--- src/rtl/ps2_scancode_rx.sv ---
// PS/2 keyboard receiver: synchronizes and filters the line pair, frames bytes and folds E0/F0 prefixes into scancode events.
// Optional odd-parity checking is enabled by defining PS2_PARITY_CHECK_EN.
module ps2_scancode_rx #(
    parameter int CLKFREQ_KHZ = 6500,
    parameter int FILTER_LEN  = 8
) (
    input  logic       clk,
    input  logic       reset,
    input  logic       clkps2,
    input  logic       dataps2,
    output logic [7:0] scancode,
    output logic       extended,
    output logic       released,
    output logic       scancode_valid,
    output logic       frame_error
);

    localparam int TW = (CLKFREQ_KHZ > 2) ? $clog2(CLKFREQ_KHZ) : 1;
    localparam logic [TW-1:0] TLIM = TW'(CLKFREQ_KHZ - 1);

    typedef enum logic [1:0] {IDLE, DATA, PARITY, STOP} state_t;

    state_t                state_q, state_d;
    logic [1:0]            clkSync_q, dataSync_q;
    logic [FILTER_LEN-1:0] filt_q, filt_d;
    logic                  filtClk_q, filtClk_d;
    logic [2:0]            bitCnt_q, bitCnt_d;
    logic [7:0]            shift_q, shift_d;
    logic                  parity_q, parity_d;
    logic [TW-1:0]         timer_q, timer_d;
    logic                  extPend_q, extPend_d;
    logic                  relPend_q, relPend_d;
    logic [7:0]            scancode_q, scancode_d;
    logic                  extended_q, extended_d;
    logic                  released_q, released_d;
    logic                  valid_q, valid_d;
    logic                  error_q, error_d;

    logic fallEdge, timeout, dataBit, parityOk, frameGood;

    assign dataBit  = dataSync_q[1];
    assign fallEdge = filtClk_q && (filt_q == '0);
    assign timeout  = (state_q != IDLE) && (timer_q == TLIM);

`ifdef PS2_PARITY_CHECK_EN
    assign parityOk = ^{shift_q, parity_q};
`else
    logic unusedParity;
    assign unusedParity = parity_q;
    assign parityOk     = 1'b1;
`endif

    assign frameGood = dataBit && parityOk;

    // Timeout takes priority over a coincident edge, which is then dropped.
    always_comb begin
        state_d    = state_q;
        filt_d     = {filt_q[FILTER_LEN-2:0], clkSync_q[1]};
        filtClk_d  = filtClk_q;
        bitCnt_d   = bitCnt_q;
        shift_d    = shift_q;
        parity_d   = parity_q;
        timer_d    = timer_q;
        extPend_d  = extPend_q;
        relPend_d  = relPend_q;
        scancode_d = scancode_q;
        extended_d = extended_q;
        released_d = released_q;
        valid_d    = 1'b0;
        error_d    = 1'b0;

        if (filt_q == '1) begin
            filtClk_d = 1'b1;
        end else if (filt_q == '0) begin
            filtClk_d = 1'b0;
        end

        if (state_q == IDLE || fallEdge) begin
            timer_d = '0;
        end else if (timer_q != TLIM) begin
            timer_d = timer_q + 1'b1;
        end

        if (timeout) begin
            state_d = IDLE;
            error_d = 1'b1;
        end else if (fallEdge) begin
            case (state_q)
                IDLE: begin
                    if (!dataBit) begin
                        state_d  = DATA;
                        bitCnt_d = 3'd0;
                    end
                end
                DATA: begin
                    shift_d  = {dataBit, shift_q[7:1]};
                    bitCnt_d = bitCnt_q + 3'd1;
                    if (bitCnt_q == 3'd7) begin
                        state_d = PARITY;
                    end
                end
                PARITY: begin
                    parity_d = dataBit;
                    state_d  = STOP;
                end
                STOP: begin
                    state_d = IDLE;
                    if (!frameGood) begin
                        error_d   = 1'b1;
                        extPend_d = 1'b0;
                        relPend_d = 1'b0;
                    end else if (shift_q == 8'hE0) begin
                        extPend_d = 1'b1;
                    end else if (shift_q == 8'hF0) begin
                        relPend_d = 1'b1;
                    end else begin
                        scancode_d = shift_q;
                        extended_d = extPend_q;
                        released_d = relPend_q;
                        valid_d    = 1'b1;
                        extPend_d  = 1'b0;
                        relPend_d  = 1'b0;
                    end
                end
                default: state_d = IDLE;
            endcase
        end
    end

    always_ff @(posedge clk) begin
        if (reset) begin
            state_q    <= IDLE;
            clkSync_q  <= 2'b11;
            dataSync_q <= 2'b11;
            filt_q     <= '1;
            filtClk_q  <= 1'b1;
            bitCnt_q   <= 3'd0;
            shift_q    <= 8'h00;
            parity_q   <= 1'b0;
            timer_q    <= '0;
            extPend_q  <= 1'b0;
            relPend_q  <= 1'b0;
            scancode_q <= 8'h00;
            extended_q <= 1'b0;
            released_q <= 1'b0;
            valid_q    <= 1'b0;
            error_q    <= 1'b0;
        end else begin
            state_q    <= state_d;
            clkSync_q  <= {clkSync_q[0], clkps2};
            dataSync_q <= {dataSync_q[0], dataps2};
            filt_q     <= filt_d;
            filtClk_q  <= filtClk_d;
            bitCnt_q   <= bitCnt_d;
            shift_q    <= shift_d;
            parity_q   <= parity_d;
            timer_q    <= timer_d;
            extPend_q  <= extPend_d;
            relPend_q  <= relPend_d;
            scancode_q <= scancode_d;
            extended_q <= extended_d;
            released_q <= released_d;
            valid_q    <= valid_d;
            error_q    <= error_d;
        end
    end

    assign scancode       = scancode_q;
    assign extended       = extended_q;
    assign released       = released_q;
    assign scancode_valid = valid_q;
    assign frame_error    = error_q;

endmodule
--- config.mk ---
export PLATFORM = sky130hd
export DESIGN_NAME = ps2_scancode_rx
export DESIGN_NICKNAME = d
export VERILOG_FILES = /design/src/rtl/ps2_scancode_rx.sv
export SDC_FILE = /design/constraint.sdc
export NUM_CORES = 1
export LEC_CHECK = 0
export CORE_ASPECT_RATIO = 1.2
export CORE_MARGIN = 4
export CORE_UTILIZATION = 25
export CTS_CLUSTER_SIZE = 30
export DETAILED_ROUTE_END_ITERATION = 16
export PLACE_DENSITY_LB_ADDON = 0.1
export SYNTH_ARGS = -nofsm -noshare
export SYNTH_HDL_FRONTEND = slang
export SYNTH_SLANG_ARGS = --single-unit
--- constraint.sdc ---
create_clock -name clk -period 3.9 [get_ports clk]
set_input_delay 0.78 -clock clk [delete_from_list [all_inputs] [get_ports clk]]
set_output_delay 0.78 -clock clk [all_outputs]
set_load 0.02 [all_outputs]
==> out/qor.csv <==
metric,value,unit
status,completed,
post_drt_wl_per_cell,11.9,um
hp-start,dataSync_q[0],
numCtsBuffers,5,
post-route-min-period,2.39,ns
worst_slack,1.51,ns
root_buffer,clkbuf_8,
grt_max_degree,30,
ys_ff_latch,53,
maxClockFrequency,418,MHz
grt_first_pass_wirelength,7570,um
pre_cts_ws,1.10,ns
grtUsageTotal,9.03,%
die_x,93.8,um
syn_avg_cell_area,9.67,um^2
cts.reportedPaths.clkPinSlew,0.10,ns
place_inst,353,
drt_first_iter_violations,39,
finalWirelength,4270,um
cp_max_fo,29,
fp.dieH,111,um
slew_headroom,41.8,%
arrival,2.63,ns
crit_type,in -> reg,
final_cells,360,
power_density,364,mW/mm^2
drcViolationCount,0,
syn_nets,239,
place_hpwl,3010,um
hp-class,reg -> reg,
hold_path_depth,1,
setup.worst_path.end_class,flop,
ys_seq_area_share,48.1,%
regToRegEndpoint,shift_q[0],
worst_clock_skew,0.0130,ns
rows,37,
grt-ovfl-total,0,
timing.rr.start,filt_q[5],
r2r_slack,1.80,ns
min_period_over_period,61.3,%
finalHoldViolations,0,
antenna_found_initial,0,
peakVddDrop,0.000132,V
clock_sinks,53,
worst_pin_slew,0.872,ns
clk_latency,0.31,ns
required,4.14,ns
grt_pass1_vias,1610,
setup_violations,0,
ios,16,
leakage,0.000929,uW
vias_per_cell,4.39,
antenna_cells,0,
cts_resized,0,
dieArea,0.0104,mm^2
area_growth,16.5,%
ff2ff_path_depth,4,
hold_slack,0.419,ns
tns,0,ns
netlist-cell-type-count,38,
startpoint,reset,
post-route-util,29.8,%
port_buffers,15,
syn_inst,228,
vias,1580,
core_region_area,0.00861,mm^2
nets,254,
drv_cap,0,
final_layout_size_suffix_gt1_share,10.7,%
htreeDepth,2,
ant_nets,0,
slew_viol_final,0,
dr.pass1.iters,4,
cts_tree,done,
synth_warnings,0,
ctsHoldBuffers,0,
cts_buffer_depth,2,
gp_congestion,0.702,
grt_setup_unrepaired,false,
hold_end,dataSync_q[1],
startpoint_type,primary input,
start_util,25.6,%
syn_area,0.00221,mm^2
post_cts_buffers,0,
registers in the layout, summed over array words and instances, names as in the netlist:
signal and count:
scancode 8, extPend_q 1, released 1, scancode_valid 1, timer_q 13, bitCnt_q 3, extended 1, frame_error 1
relPend_q 1, filt_q 8, dataSync_q 2, shift_q 8, clkSync_q 2, filtClk_q 1, state_q 2
layout by cell type (no fill, tap or decap), drive strengths merged, types with 5 or more instances in the layout:
| cell type | Yosys | final |
|---|---|---|
| nor2 | 9 | 9 |
| nand4 | 7 | 7 |
| clkdlybuf4s50 | 0 | 15 |
| or2 | 12 | 12 |
| nor3 | 5 | 5 |
| nand2 | 33 | 33 |
| mux2i | 21 | 21 |
| dfxtp | 53 | 53 |
| inv | 8 | 9 |
| or3 | 5 | 5 |
| nor4 | 5 | 5 |
| nand3 | 11 | 11 |
| a21oi | 5 | 5 |
| clkbuf | 4 | 5 |
| ha | 7 | 7 |
cell families (layout without fill, tap and decap cells):
logic type,after synthesis,count (layout),share of synthesized area (%)
xor+xnor,7,7,2.78
flops,53,53,48.1
mux,21,21,9.53
buf+inv,15,30,3.18
compound gates,18,18,5.16
fa+ha+maj,7,7,3.97
simple gates,107,107,27.3
cells in the mapped netlist (all sizes together):
cell      n  area share, %
dfxtp    53             48
nand2    33            5.6
mux2i    21            9.5
or2      12            3.4
nand3    11            2.5
nor2      9            1.5
inv       8            1.4
ha        7            4.0
nand4     7            2.0
a21oi     5            1.1
nor3      5            1.9
nor4      5            1.4
or3       5            1.4
a31oi     4            1.1
and2      4            1.1
clkbuf    4           0.68
o21ai     4           0.91
xnor2     4            1.6
buf       3            1.1
nand2b    3           0.85
xor2      3            1.2
and3      2           0.57
and4      2           0.91
and4b     2           0.91
nor2b     2           0.57
or4       2            1.0
a221oi    1           0.40
and4bb    1           0.57
nand3b    1           0.34
nor4b     1           0.68
o211a     1           0.45
o211ai    1           0.34
o2bb2ai   1           0.40
o32ai     1           0.40
routing by layer:
layer | GRT usage, % | share of wire [%]
met5 | 0 | 0
met4 | 2.99 | 1.0
met3 | 3.26 | 3.7
met2 | 14.3 | 45
met1 | 11.3 | 50
worst max-delay path: stages:
cell and delay (ns):
clkdlybuf4s50_1 0.68, inv_1 0.78, nand2_1 0.22, mux2i_1 0.17
layout make-up:
type / instances / area (um^2)
inverter: 8 / 30.0
sequential: 53 / 1060
multi-input combinational: 160 / 1070
tap: 117 / 146
clock inverter: 2 / 38.8
clock buffer: 5 / 68.8
timing repair buffer: 15 / 150
fill: 939 / 6040
metrics by stage:
| step | instance area, um^2 | total power [uW] |
|---|---|---|
| floorplan | 2210 | 566 |
| global placement | 2460 | 572 |
| detailed placement | 2460 | 572 |
| CTS | 2570 | 953 |
| global route | 2570 | 978 |
| finish | 2570 | 934 |
report_power, final:
group          switching [uW]  internal [uW]  leakage [uW]  total (uW)
logic                    8.49           5.58      0.000446        14.1
clock network             185            190     0.0000546         375
registers                1.64            543      0.000428         545
total                     195            739      0.000929         934
how the worst max path moves through the flow:
stage | depth (start not counted) | to | slack, ns
final | 4 | shift_q[2] | 1.51
after global routing | 4 | shift_q[7] | 1.28
after CTS | 4 | shift_q[5] | 1.45
after detailed placement | 4 | shift_q[7] | 1.10
after global placement | 4 | shift_q[4] | 1.13
after floorplan | 5 | scancode[1] | 2.15
Power figures use the tool's default switching activity.
